`src/rtl/round_robin_pkg.sv`:
```
// Shared constants and the quantum-extract helper for the round_robin arbiter.
// Used by round_robin and rr_next_pick; see round_robin.sv for ROUND_ROBIN_WEIGHT_EN.
package round_robin_pkg;

    localparam int NUM_Q = 4;
    localparam int QW    = 3;
    localparam int ID_W  = 2;

    // Quantum of queue idx, packed as request[QW*idx +: QW].
    function automatic logic [QW-1:0] get_quantum(
        input logic [NUM_Q*QW-1:0] req,
        input logic [ID_W-1:0]     idx
    );
        return req[int'(idx)*QW +: QW];
    endfunction

endpackage

```
`src/rtl/rr_next_pick.sv`:
```
// Circular search for the next eligible queue after the current id.
// The current id itself is checked last, so a sole eligible queue keeps the grant.
module rr_next_pick
    import round_robin_pkg::*;
(
    input  logic [NUM_Q-1:0] eligible,
    input  logic [ID_W-1:0]  id,
    output logic [ID_W-1:0]  pick,
    output logic             found
);

    // Walk from the farthest candidate back to id+1 so the closest eligible one wins.
    always_comb begin
        pick  = id;
        found = 1'b0;
        for (int k = NUM_Q; k >= 1; k--) begin
            if (eligible[id + ID_W'(k)]) begin
                pick  = id + ID_W'(k);
                found = 1'b1;
            end
        end
    end

endmodule

```
`src/rtl/round_robin.sv`:
```
// Round-robin arbiter over four queues with a registered grant index.
// Define ROUND_ROBIN_WEIGHT_EN to honour the 3-bit quanta; otherwise every enabled queue gets one cycle.
module round_robin
    import round_robin_pkg::*;
(
    input  logic                clk,
    input  logic                reset,
    input  logic [NUM_Q*QW-1:0] request,
    input  logic [NUM_Q-1:0]    empty,
    output logic [ID_W-1:0]     id
);

    logic [NUM_Q-1:0] eligible;
    logic [ID_W-1:0]  pick;
    logic             found;

    // A queue competes only when it has data and a nonzero quantum.
    always_comb begin
        eligible = '0;
        for (int i = 0; i < NUM_Q; i++) begin
            eligible[i] = !empty[i] && (get_quantum(request, ID_W'(i)) != '0);
        end
    end

    rr_next_pick u_next_pick (
        .eligible (eligible),
        .id       (id),
        .pick     (pick),
        .found    (found)
    );

`ifdef ROUND_ROBIN_WEIGHT_EN
    logic [QW-1:0] cnt;
    logic [QW-1:0] quantum;
    logic          hold;

    assign quantum = get_quantum(request, id);
    // Widened compare so cnt+1 cannot wrap against a quantum of 7.
    assign hold    = eligible[id] && (({1'b0, cnt} + 4'd1) < {1'b0, quantum});

    always_ff @(posedge clk or posedge reset) begin
        if (reset) begin
            id  <= '0;
            cnt <= '0;
        end else if (hold) begin
            cnt <= cnt + 3'd1;
        end else begin
            cnt <= '0;
            if (found) begin
                id <= pick;
            end
        end
    end
`else
    // Without weighting every grant expires after one cycle.
    always_ff @(posedge clk or posedge reset) begin
        if (reset) begin
            id <= '0;
        end else if (found) begin
            id <= pick;
        end
    end
`endif

endmodule

```
`config.mk`:
```
export PLATFORM = sky130hd
export DESIGN_NAME = round_robin
export DESIGN_NICKNAME = d
export VERILOG_FILES = /design/src/rtl/round_robin_pkg.sv /design/src/rtl/rr_next_pick.sv /design/src/rtl/round_robin.sv
export SDC_FILE = /design/constraint.sdc
export NUM_CORES = 1
export LEC_CHECK = 0
export ABC_AREA = 1
export CAP_MARGIN = 20
export CORE_AREA = 4 4 41 43
export DETAILED_ROUTE_END_ITERATION = 10
export DIE_AREA = 0 0 45 47
export HOLD_SLACK_MARGIN = 0.15
export PLACE_DENSITY = 0.65
export SLEW_MARGIN = 10
export SYNTH_ARGS = -nofsm -noshare
export SYNTH_HDL_FRONTEND = slang
export SYNTH_SLANG_ARGS = --single-unit
```
`constraint.sdc`:
```
create_clock -name clk -period 1.6 [get_ports clk]
set_input_delay 0.24 -clock clk [delete_from_list [all_inputs] [get_ports clk]]
set_output_delay 0.24 -clock clk [all_outputs]
set_load 0.01 [all_outputs]
```
-- Yosys cells after proc, flatten, opt, wreduce, memory -nomap -nowiden
Index checks and enable logic that the tools add are counted.
- register bits after elaboration: 2
- bits of input ports: 18
- logic and storage cells: 37
- $add $sub $neg: 3
- magnitude comparators: 4
- mux-type cells: 15
- reduce and logical (&&, ||, !) cells: 14
- operator list (operator ; number):
    $reduce_bool A3 Y1 ; 5
    $lt A2 B3 Y1 const B ; 4
    $bmux W1 S2 ; 4
    $mux W1 ; 8
    $mux W2 ; 3
    $add A2 B2 Y2 const B ; 2
    $logic_and A1 B1 Y1 ; 4
    $logic_not A1 Y1 ; 4
    $add A2 B1 Y2 const B ; 1
    $reduce_and A2 Y1 ; 1

-- Depth between registers and ports, before layout
Gate-level depths: netlist of run 1.
- word-level depth: 9
- mapped depth: 11
- gate-level depth less buffers: 11

-- Cells and area by module
A second synthesis of run 1 with hierarchy kept.
- cells, all modules: 68
- area, all modules: 370.4 µm²
- by module, submodules not included (module ; instances ; cells an instance ; area each (µm²) ; seq. area each (µm²)):
    rr_next_pick ; 1 ; 47 ; 241.5 ; 0.0
    round_robin ; 1 ; 21 ; 128.9 ; 50.0

-- Worst setup path after synthesis of run 1
Ideal clock, no wire load.
- kind: register to register
- start point: register id[0]
- end point: register id[0]
- arrival time: 1.132 ns
- data required time: 1.487 ns
- path slack: 0.356 ns
- cell stages (with the launch flop): 11
- buffers on the path: 0
- cells stage by stage: dfrtp_1 inv_2 nor2_2 nor2_1 inv_2 nand2_1 nand2_1 nand2_1 nand2_1 nand2_1 inv_1
- cells in the longest elaborated chain, start to end: 7
- elaborated cells between the ends (all ways): 20
- ends and longest elaborated chain (item ; line ; text):
    start, declared ; round_robin.sv:10 ; output logic [ID_W-1:0] id
    start signal, assigned ; round_robin.sv:60 ; id <= pick;
    $add A2 B2 Y2 or $bmux W1 S2 (tied branches) ; rr_next_pick.sv:17, rr_next_pick.sv:18 ;
    $bmux W1 S2 or $mux W1 (tied branches) ; rr_next_pick.sv:17 ; if (eligible[id + ID_W'(k)]) begin
    $mux W1 (not written as such) ; rr_next_pick.sv:17 ;
    $mux W1 (3 in series) ; rr_next_pick.sv:17 ;
    $reduce_and A2 Y1 (no source line) ; -- ;
Several ways; a longest one is shown, not always the timed one. The select of a mux whose other input is x is not followed.
A chain may end at the register's enable or synchronous reset.

-- Worst setup path after layout of run 1
- start point: register id[0]
- end point: output port id[0]
No word-level cell between the ends.

==> results of run 1 <==
==> worst paths after layout <==
check | start | endpoint | slack [ns] | depth (start not counted)
min reg2reg | id[1] | id[1] | 0.66 | 2
max | id[0] | id[0] | 0.06 | 1
min | reset | id[1] | 0.17 | 2
max reg2reg | id[0] | id[0] | 0.28 | 10
max in group asynchronous | reset | id[0] | 1.32 | 2
min in group clk | id[1] | id[1] | 0.66 | 2
==> per-stage QoR <==
| step | cells | power (mW) | hold slack [ns] | util, % |
|---|---|---|---|---|
| after floorplan | 64 | 0.483 | -0.0188 | - |
| final | 101 | 0.753 | 0.168 | 41.2 |
| after detailed placement | 98 | 0.641 | 0.399 | 39.4 |
| after global placement | 98 | 0.642 | 0.396 | 39.4 |
| after CTS | 101 | 0.762 | 0.161 | 41.2 |
| after global routing | 101 | 0.855 | 0.169 | 41.2 |
==> cell usage in the layout (no fill, tap or decap), drive strengths merged <==
master | synthesis | final
clkbuf | 0 | 3
clkdlybuf4s50 | 0 | 19
dfrtp | 2 | 2
inv | 14 | 14
nand2 | 29 | 29
nand3 | 8 | 8
nand4 | 1 | 1
nor2 | 9 | 9
o21ai | 1 | 1
==> synthesized netlist by cell type <==
| cell | count | share of area, % |
|---|---|---|
| dfrtp_1 | 2 | 16 |
| nand4_1 | 1 | 2.1 |
| o21ai_1 | 1 | 1.6 |
| inv_2 | 2 | 2.5 |
| inv_1 | 12 | 15 |
| nor2_1 | 7 | 8.6 |
| nand3_1 | 8 | 13 |
| nor2_2 | 2 | 4.1 |
| nand2_2 | 1 | 2.1 |
| nand2_1 | 28 | 35 |
==> power by group <==
| group | internal (mW) | leakage (nW) | switching [mW] | total [mW] |
|---|---|---|---|---|
| registers | 0.0805 | 0.0231 | 0.0543 | 0.135 |
| clock network | 0.0827 | 0.0138 | 0.0290 | 0.112 |
| logic | 0.224 | 0.271 | 0.282 | 0.506 |
| total | 0.387 | 0.308 | 0.366 | 0.753 |
==> cell families (layout without fill, tap and decap cells) <==
logic type	after synthesis	count (layout)
simple gates	47	47
buf+inv	14	36
compound gates	1	1
flops	2	2
==> layer usage <==
| layer | up-vias | track usage [%] |
|---|---|---|
| met5 | - | 0 |
| met4 | 0 | 5.26 |
| met1 | 166 | 8.64 |
| met3 | 2 | 1.53 |
| met2 | 13 | 12.1 |
| li1 | 236 | - |
==> area by class of cell <==
cell class | count | area (µm²) | area share (%)
flip-flops and latches | 2 | 50.0 | 9.35
multi-input cells | 48 | 201 | 37.6
inverters | 14 | 52.6 | 9.81
clock buffers | 3 | 22.5 | 4.21
repair buffers | 19 | 190 | 35.5
well taps | 15 | 18.8 | 3.50
==> impl_metrics.json, run 1 <==
{
  "outcome": "finished, final reports clean",
  "post_drt_wl_per_cell_um": 7.90,
  "gp_congestion": 0.790,
  "grt_pass1_wl_um": 1170,
  "path_cells": "clkdlybuf4s50_1",
  "crit_arrival_ns": 1.30,
  "cellPowerDensity_nw_per_um2": 1410,
  "start_util_pct": 23.4,
  "yosys.area_share.simple_pct": 64.6,
  "min_period_over_period_pct": 96.0,
  "cts_resized": 0,
  "crit_slowest_cell": "clkdlybuf4s50_1",
  "slowest_delay_ns": 0.60,
  "syn-instance-count": 64,
  "largestRegisters": "id: 2 flops",
  "max_freq_ghz": 0.651,
  "fp.dieArea_um2": 2120,
  "synth_top_family_by_area": "simple AND/OR/NAND/NOR gates",
  "cts_made_buffers": 3,
  "hp-class": "in2async",
  "dp_hpwl_um": 648,
  "pin_count": 20,
  "wl_met1_um": 369,
  "rows": 13,
  "wl_met3_um": 76,
  "synthAdderAreaFrac_pct": 0,
  "fillers": 140,
  "place_ws_ns": 0.0773,
  "drv_cap": 0,
  "timing.final.hold_violations": 0,
  "final_nets": 106,
  "cp.required_ns": 1.36,
  "wl_met2_um": 339,
  "synth-compound-area-share_pct": 1.65,
  "cts_hold_buf": 0,
  "area_growth_pct": 76.1,
  "antenna_left": 0,
  "drcViolationCount": 0,
  "slew-limit-headroom_pct": 82.8,
  "vias": 417,
  "rsz0062_at_grt": "false",
  "grt_max_degree": 9,
  "fin_area_um2": 536,
  "muxShareOfSynthArea_pct": 0,
  "setup_viol": 0,
  "clock_latency_ns": 0.22,
  "netlist_area_um2": 304,
  "avgViaCountPerCell": 4.13,
  "avgSynthCellArea_um2": 4.75,
  "largest_register_ffs": 2,
  "slew_viol_final": 0,
  "overflow": 0,
  "drive_gt1_share_pct": 9.30,
  "grt_pass1_vias": 337,
  "grtUsageTotal_pct": 7.42,
  "drt_iter0_markers": 7,
  "routed_wl_um": 798,
  "firstDrtPassIters": 4,
  "fp.dieW_um": 45,
  "post_cts_buffers": 0,
  "htree_num_levels": 1,
  "crit_family": "buffers and inverters",
  "crit_path_end_kind": "output pin",
  "placed_area_um2": 513,
  "yosysWarnings": 0,
  "crit_buf_inv": 1,
  "die_height_um": 47,
  "io_buffers": 19,
  "synth.distinct_cells": 10,
  "cts_tree": "done",
  "fp.coreArea_um2": 1300,
  "fin_skew_ns": 0.000933,
  "top_layer_used": "met4",
  "cts.reportedPaths.clkPinSlew_ns": 0.03,
  "ys_seq_elements": 2,
  "tns_ns": 0,
  "cts.sinks": 2,
  "p_leak_nw": 0.308,
  "cts-root-buf": "clkbuf_4",
  "ir_drop_v": 0.000936,
  "finalCriticalPeriod_ns": 1.54,
  "synthXorXnorAreaFrac_pct": 0,
  "worst_setup_path_start_kind": "flop",
  "grt_antenna_before_repair": 0,
  "critPathKind": "reg2out",
  "clock_path_buffers": 2,
  "timing.final.ws_setup_ns": 0.0639,
  "worstMarginPinSlew_ns": 0.257,
  "n_antenna_cell": 0,
  "regMostFlops": "id",
  "crit_fanout": 8,
  "syn_nets": 82,
  "yosysSeqAreaShare_pct": 16.5
}
(Power assumes the default switching activity.)
==> run 2, diff against run 1 <==
Settings changed: SETUP_SLACK_MARGIN set to 0.05.
==> run 2 against run 1 <==
Power increased by 0.12%. Worst hold slack about the same. Wire length shrank 1.0%. Utilization rose by 0.096 points. Highest routed layer unchanged. Die area unchanged. Cell area increased by 0.23%. Sequential power hardly changed. Sequential share of layout area rose by 0.21 points. Worst setup slack better by 0.050 ns. Largest power group unchanged. Clock skew hardly changed. Critical endpoint is now id[1]. Cell count unchanged.
==> impl_metrics.json, run 2 (synthesis results as in run 1) <==
{
  "outcome": "finished, final reports clean",
  "crit_arrival_ns": 1.25,
  "crit_slowest_cell": "clkdlybuf4s50_1",
  "firstDrtPassIters": 4,
  "crit_path_end_kind": "output pin",
  "slew_viol_final": 0,
  "drive_gt1_share_pct": 10.5,
  "tns_ns": 0,
  "placed_area_um2": 513,
  "grt_max_degree": 9,
  "rr_worst_depth": 10,
  "grt_pass1_vias": 337,
  "die_height_um": 47,
  "slowest_delay_ns": 0.58,
  "rsz0062_at_grt": "false",
  "grtUsageTotal_pct": 7.42,
  "finalCriticalPeriod_ns": 1.49,
  "timing.final.hold_violations": 0,
  "pin_count": 20,
  "max_freq_ghz": 0.673,
  "crit_family": "buffers and inverters",
  "worst_setup_path_start_kind": "flop",
  "timing.final.ws_setup_ns": 0.114,
  "min_period_over_period_pct": 92.9,
  "fin_area_um2": 537,
  "place_inst": 98,
  "cts.sinks": 2,
  "crit_cells": 1,
  "ir_drop_v": 0.000944,
  "final_cell_mix": "nand2_1, clkdlybuf4s50_1, inv_1, nand3_1, nor2_1",
  "regMostFlops": "id",
  "fp.dieW_um": 45,
  "crit_buf_inv": 1,
  "htree_num_levels": 1,
  "clock_latency_ns": 0.22,
  "place_ws_ns": 0.0773,
  "drv_cap": 0,
  "antenna_left": 0,
  "grt_pass1_wl_um": 1170,
  "p_leak_nw": 0.307,
  "final_nets": 106,
  "routed_wl_um": 790,
  "n_antenna_cell": 0,
  "whs_ns": 0.168,
  "p_total_mw": 0.754,
  "final_cells": 101,
  "worstMarginPinSlew_ns": 0.215,
  "clock_path_buffers": 2,
  "path_cells": "clkdlybuf4s50_1",
  "fp.dieArea_um2": 2120,
  "rows": 13,
  "start_util_pct": 23.4,
  "cts_made_buffers": 3,
  "grt_antenna_before_repair": 0,
  "utilization_pct": 41.3,
  "cp.required_ns": 1.36,
  "fp.coreArea_um2": 1300,
  "fin_skew_ns": 0.000992,
  "slew-limit-headroom_pct": 85.7,
  "gp_congestion": 0.790,
  "drt_iter0_markers": 7,
  "io_buffers": 19,
  "dp_hpwl_um": 648,
  "largest_register_ffs": 2,
  "cts-root-buf": "clkbuf_4",
  "area_growth_pct": 76.5,
  "cts.reportedPaths.clkPinSlew_ns": 0.03,
  "vias": 420,
  "cellPowerDensity_nw_per_um2": 1400,
  "crit_fanout": 6,
  "post_drt_wl_per_cell_um": 7.82,
  "setup_viol": 0,
  "rrSetupSlack_ns": 0.31,
  "drcViolationCount": 0,
  "hp-class": "in2async",
  "critPathKind": "reg2out",
  "overflow": 0,
  "cts_tree": "done",
  "largestRegisters": "id: 2 flops",
  "final_common_cell": "nand2_1",
  "avgViaCountPerCell": 4.16
}
==> run 2: cell count changes in the layout (fill, tap and decap cells not counted) <==
cell     before  now
dfrtp_1       2    1
dfrtp_2       0    1
==> run 2: timing repair <==
item                                    in CTS  in global routing
buffers inserted                             0                  0
endpoints found under the hold margin        0                  0
hold buffers                                 0                  0
gates resized for setup                      0                  1
endpoints found under the setup margin       0                  1
==> run 2: path summary, 6_finish.rpt <==
| path | from | to |
|---|---|---|
| max | id[1] | id[1] |
| min | reset | id[1] |
| min reg2reg | id[0] | id[0] |
| max in group asynchronous | reset | id[0] |
| min in group clk | id[0] | id[0] |
| max reg2reg | id[0] | id[0] |
==> run 2: worst reg2reg max path: stages, from the launching register on <==
cell     delay (ns)
dfrtp_2        0.44
inv_2          0.11
nor2_2         0.04
nor2_1         0.20
inv_2          0.07
nand2_1        0.06
nand2_1        0.06
nand2_1        0.06
nand2_1        0.04
nand2_1        0.06
inv_1          0.03
==> run 2: final cells by class <==
class | instances | area (µm²)
well taps | 15 | 18.8
clock buffers | 3 | 22.5
repair buffers | 19 | 190
flip-flops and latches | 2 | 51.3
inverters | 14 | 52.6
multi-input cells | 48 | 201
fillers | 139 | 764
==> run 2: routing by layer <==
layer	track usage [%]	part of all wire, %
met1	8.64	45
met2	12.1	42
met3	1.53	12
met4	5.26	1.5
met5	0	0
==> run 2: report_power, final <==
part	internal, mW	switching [mW]	total (mW)
Combinational	0.225	0.282	0.506
Sequential	0.0834	0.0525	0.136
Clock	0.0827	0.0289	0.112
Total	0.391	0.363	0.754
==> run 3, diff against run 2 <==
--- a/config.mk
+++ b/config.mk
@@ -15,2 +15,3 @@
 export SETUP_SLACK_MARGIN = 0.05
+export SKIP_LAST_GASP = 1
 export SLEW_MARGIN = 10
==> constraint.sdc (replaced) <==
create_clock -name clk -period 1.6 [get_ports clk]
set_input_delay 0.4 -clock clk [delete_from_list [all_inputs] [get_ports clk]]
set_output_delay 0.4 -clock clk [all_outputs]
set_load 0.01 [all_outputs]
==> run 3 against run 2 <==
First-iteration DRC count shrank 86%. Flip-flop and latch count did not move. Non-clock buffer count grew 2. Worst setup slack got worse by 0.0066 ns. Cell count grew 2.0%. Worst hold slack improved by 0.16 ns. Wire length is 5.8% higher. Power rose by 6.5%. Clock power decreased by 4%. Sequential share of layout area fell by 0.57 points. Critical path depth unchanged. Critical path type unchanged. Largest power group unchanged. Highest routed layer is now met3.
==> impl_metrics.json, run 3 (synthesis results as in run 1) <==
{
  "area_growth_pct": 83.1,
  "clock_latency_ns": 0.22,
  "min_period_over_period_pct": 93.3,
  "crit_fanout": 2,
  "final_common_cell": "nand2_1",
  "p_seq_share_pct": 13.3,
  "firstDrtPassIters": 2,
  "post_cts_buffers": 0,
  "cts.sinks": 2,
  "fp.dieArea_um2": 2120,
  "largest_register_ffs": 2,
  "slowest_delay_ns": 0.54,
  "grt_pass1_wl_um": 1310,
  "place_inst": 100,
  "cts_made_buffers": 3,
  "cts_tree": "done",
  "rsz0062_at_grt": "false",
  "worst_setup_path_start_kind": "flop",
  "drive_gt1_share_pct": 12.5,
  "routed_wl_um": 836,
  "slew_viol_final": 0,
  "cp.required_ns": 1.20,
  "setup_viol": 0,
  "p_total_mw": 0.803,
  "slew-limit-headroom_pct": 85.3,
  "finalCriticalPeriod_ns": 1.49,
  "hp-class": "in2async",
  "clock_path_buffers": 2,
  "switching_share_pct": 47.7,
  "final_nets": 108,
  "n_antenna_cell": 0,
  "worstMarginPinSlew_ns": 0.220,
  "largestRegisters": "id: 2 flops",
  "drcViolationCount": 0,
  "timing.final.ws_setup_ns": 0.107,
  "wl_met2_um": 395,
  "power_switching_mw": 0.383,
  "post_drt_wl_per_cell_um": 8.12,
  "avgViaCountPerCell": 4.10,
  "top_layer_used": "met3",
  "cts-root-buf": "clkbuf_4",
  "regMostFlops": "id",
  "io_buffers": 19,
  "place_ws_ns": -0.0439,
  "antenna_left": 0,
  "vias": 422,
  "power.share.clock_pct": 13.5,
  "fin_skew_ns": 0.00256,
  "drt_iter0_markers": 1,
  "fp.coreArea_um2": 1300,
  "intPower_mw": 0.420,
  "cts.reportedPaths.clkPinSlew_ns": 0.03,
  "drv_cap": 0,
  "crit_family": "buffers and inverters",
  "wl_met3_um": 71,
  "p_leak_nw": 0.320,
  "fp.dieW_um": 45,
  "rows": 13,
  "gp_congestion": 0.837,
  "grt_max_degree": 6,
  "dp_hpwl_um": 709,
  "outcome": "finished, final reports clean",
  "wl_met1_um": 369,
  "tns_ns": 0,
  "die_height_um": 47,
  "overflow": 0,
  "p_comb_share_pct": 73.2,
  "grt_pass1_vias": 369,
  "path_cells": "clkdlybuf4s50_1",
  "crit_arrival_ns": 1.09,
  "pin_count": 20,
  "ir_drop_v": 0.000837,
  "critPathKind": "reg2out",
  "grtUsageTotal_pct": 8.53,
  "start_util_pct": 23.4,
  "crit_slowest_cell": "clkdlybuf4s50_1",
  "grt_antenna_before_repair": 0,
  "cellPowerDensity_nw_per_um2": 1440,
  "fillers": 161,
  "final_cells": 103,
  "timing.final.hold_violations": 0,
  "crit_buf_inv": 1,
  "max_freq_ghz": 0.670,
  "final_cell_mix": "nand2_1, clkdlybuf4s50_1, inv_1, nand3_1, nor2_1",
  "htree_num_levels": 1,
  "crit_path_end_kind": "output pin"
}
-- run 3: cell count changes in the layout (fill, tap and decap cells not counted) --
| cell | change |
|---|---|
| buf_4 | +2 |
| clkdlybuf4s50_1 | -1 |
| dfrtp_1 | +1 |
| dfrtp_2 | -1 |
| dlygate4sd2_1 | +1 |
| nand2_1 | -1 |
| nand2_2 | +1 |
| nor2_2 | -1 |
| nor2_4 | +1 |
-- run 3: timing repair --
action                     4_1_cts  5_1_grt
hold buffers                     0        0
setup endpoints to repair        1        1
gates resized for setup          1        2
-- run 3: per-stage QoR --
stage	instance area, µm²	hold WS, ns	utilization [%]
floorplan	304	0.141	-
global placement	528	0.561	40.6
detailed placement	528	0.563	40.6
CTS	549	0.323	42.2
global route	557	0.344	42.8
finish	557	0.331	42.8
-- run 3: worst register-to-register path, stage by stage (launching register included) --
cell and delay, ns:
dfrtp_1 0.42, buf_4 0.17, nand2_1 0.05, inv_1 0.04, nand3_1 0.09, nand2_1 0.10
nor2_4 0.14, nand2_2 0.06, nand2_1 0.05, nand2_1 0.04, nand2_1 0.05, inv_1 0.03
-- run 3: power by group through the flow --
stage | sequential (mW) | clock (mW) | combinational, mW
4_1_cts | 0.107 | 0.116 | 0.569
3_5_place_dp | 0.107 | 0 | 0.576
2_1_floorplan | 0.135 | 0 | 0.348
5_1_grt | 0.113 | 0.117 | 0.678
3_3_place_gp | 0.107 | 0 | 0.574
6_report | 0.107 | 0.108 | 0.588
-- run 3: final cells by class --
| type | instances | area (µm²) | area share [%] |
|---|---|---|---|
| clock buffers | 3 | 22.5 | 4.04 |
| flip-flops and latches | 2 | 50.0 | 8.99 |
| repair buffers | 21 | 204 | 36.6 |
| inverters | 14 | 52.6 | 9.44 |
| well taps | 15 | 18.8 | 3.37 |
| multi-input cells | 48 | 209 | 37.5 |
-- run 3: layer usage --
| metal | vias to the layer above | global-route usage, % |
|---|---|---|
| li1 | 241 | - |
| met1 | 170 | 9.32 |
| met2 | 11 | 13.8 |
| met3 | 0 | 3.45 |
| met4 | 0 | 5.26 |
| met5 | - | 0 |
-- run 3: worst paths after layout --
kind / from / to / slack (ns) / cells after the start
max: id[1] / id[1] / 0.11 / 1
min: reset / id[0] / 0.33 / 2
max reg2reg: id[0] / id[0] / 0.26 / 11
min reg2reg: id[1] / id[1] / 0.68 / 3
max in group asynchronous: reset / id[1] / 1.15 / 2
min in group clk: id[1] / id[1] / 0.68 / 3
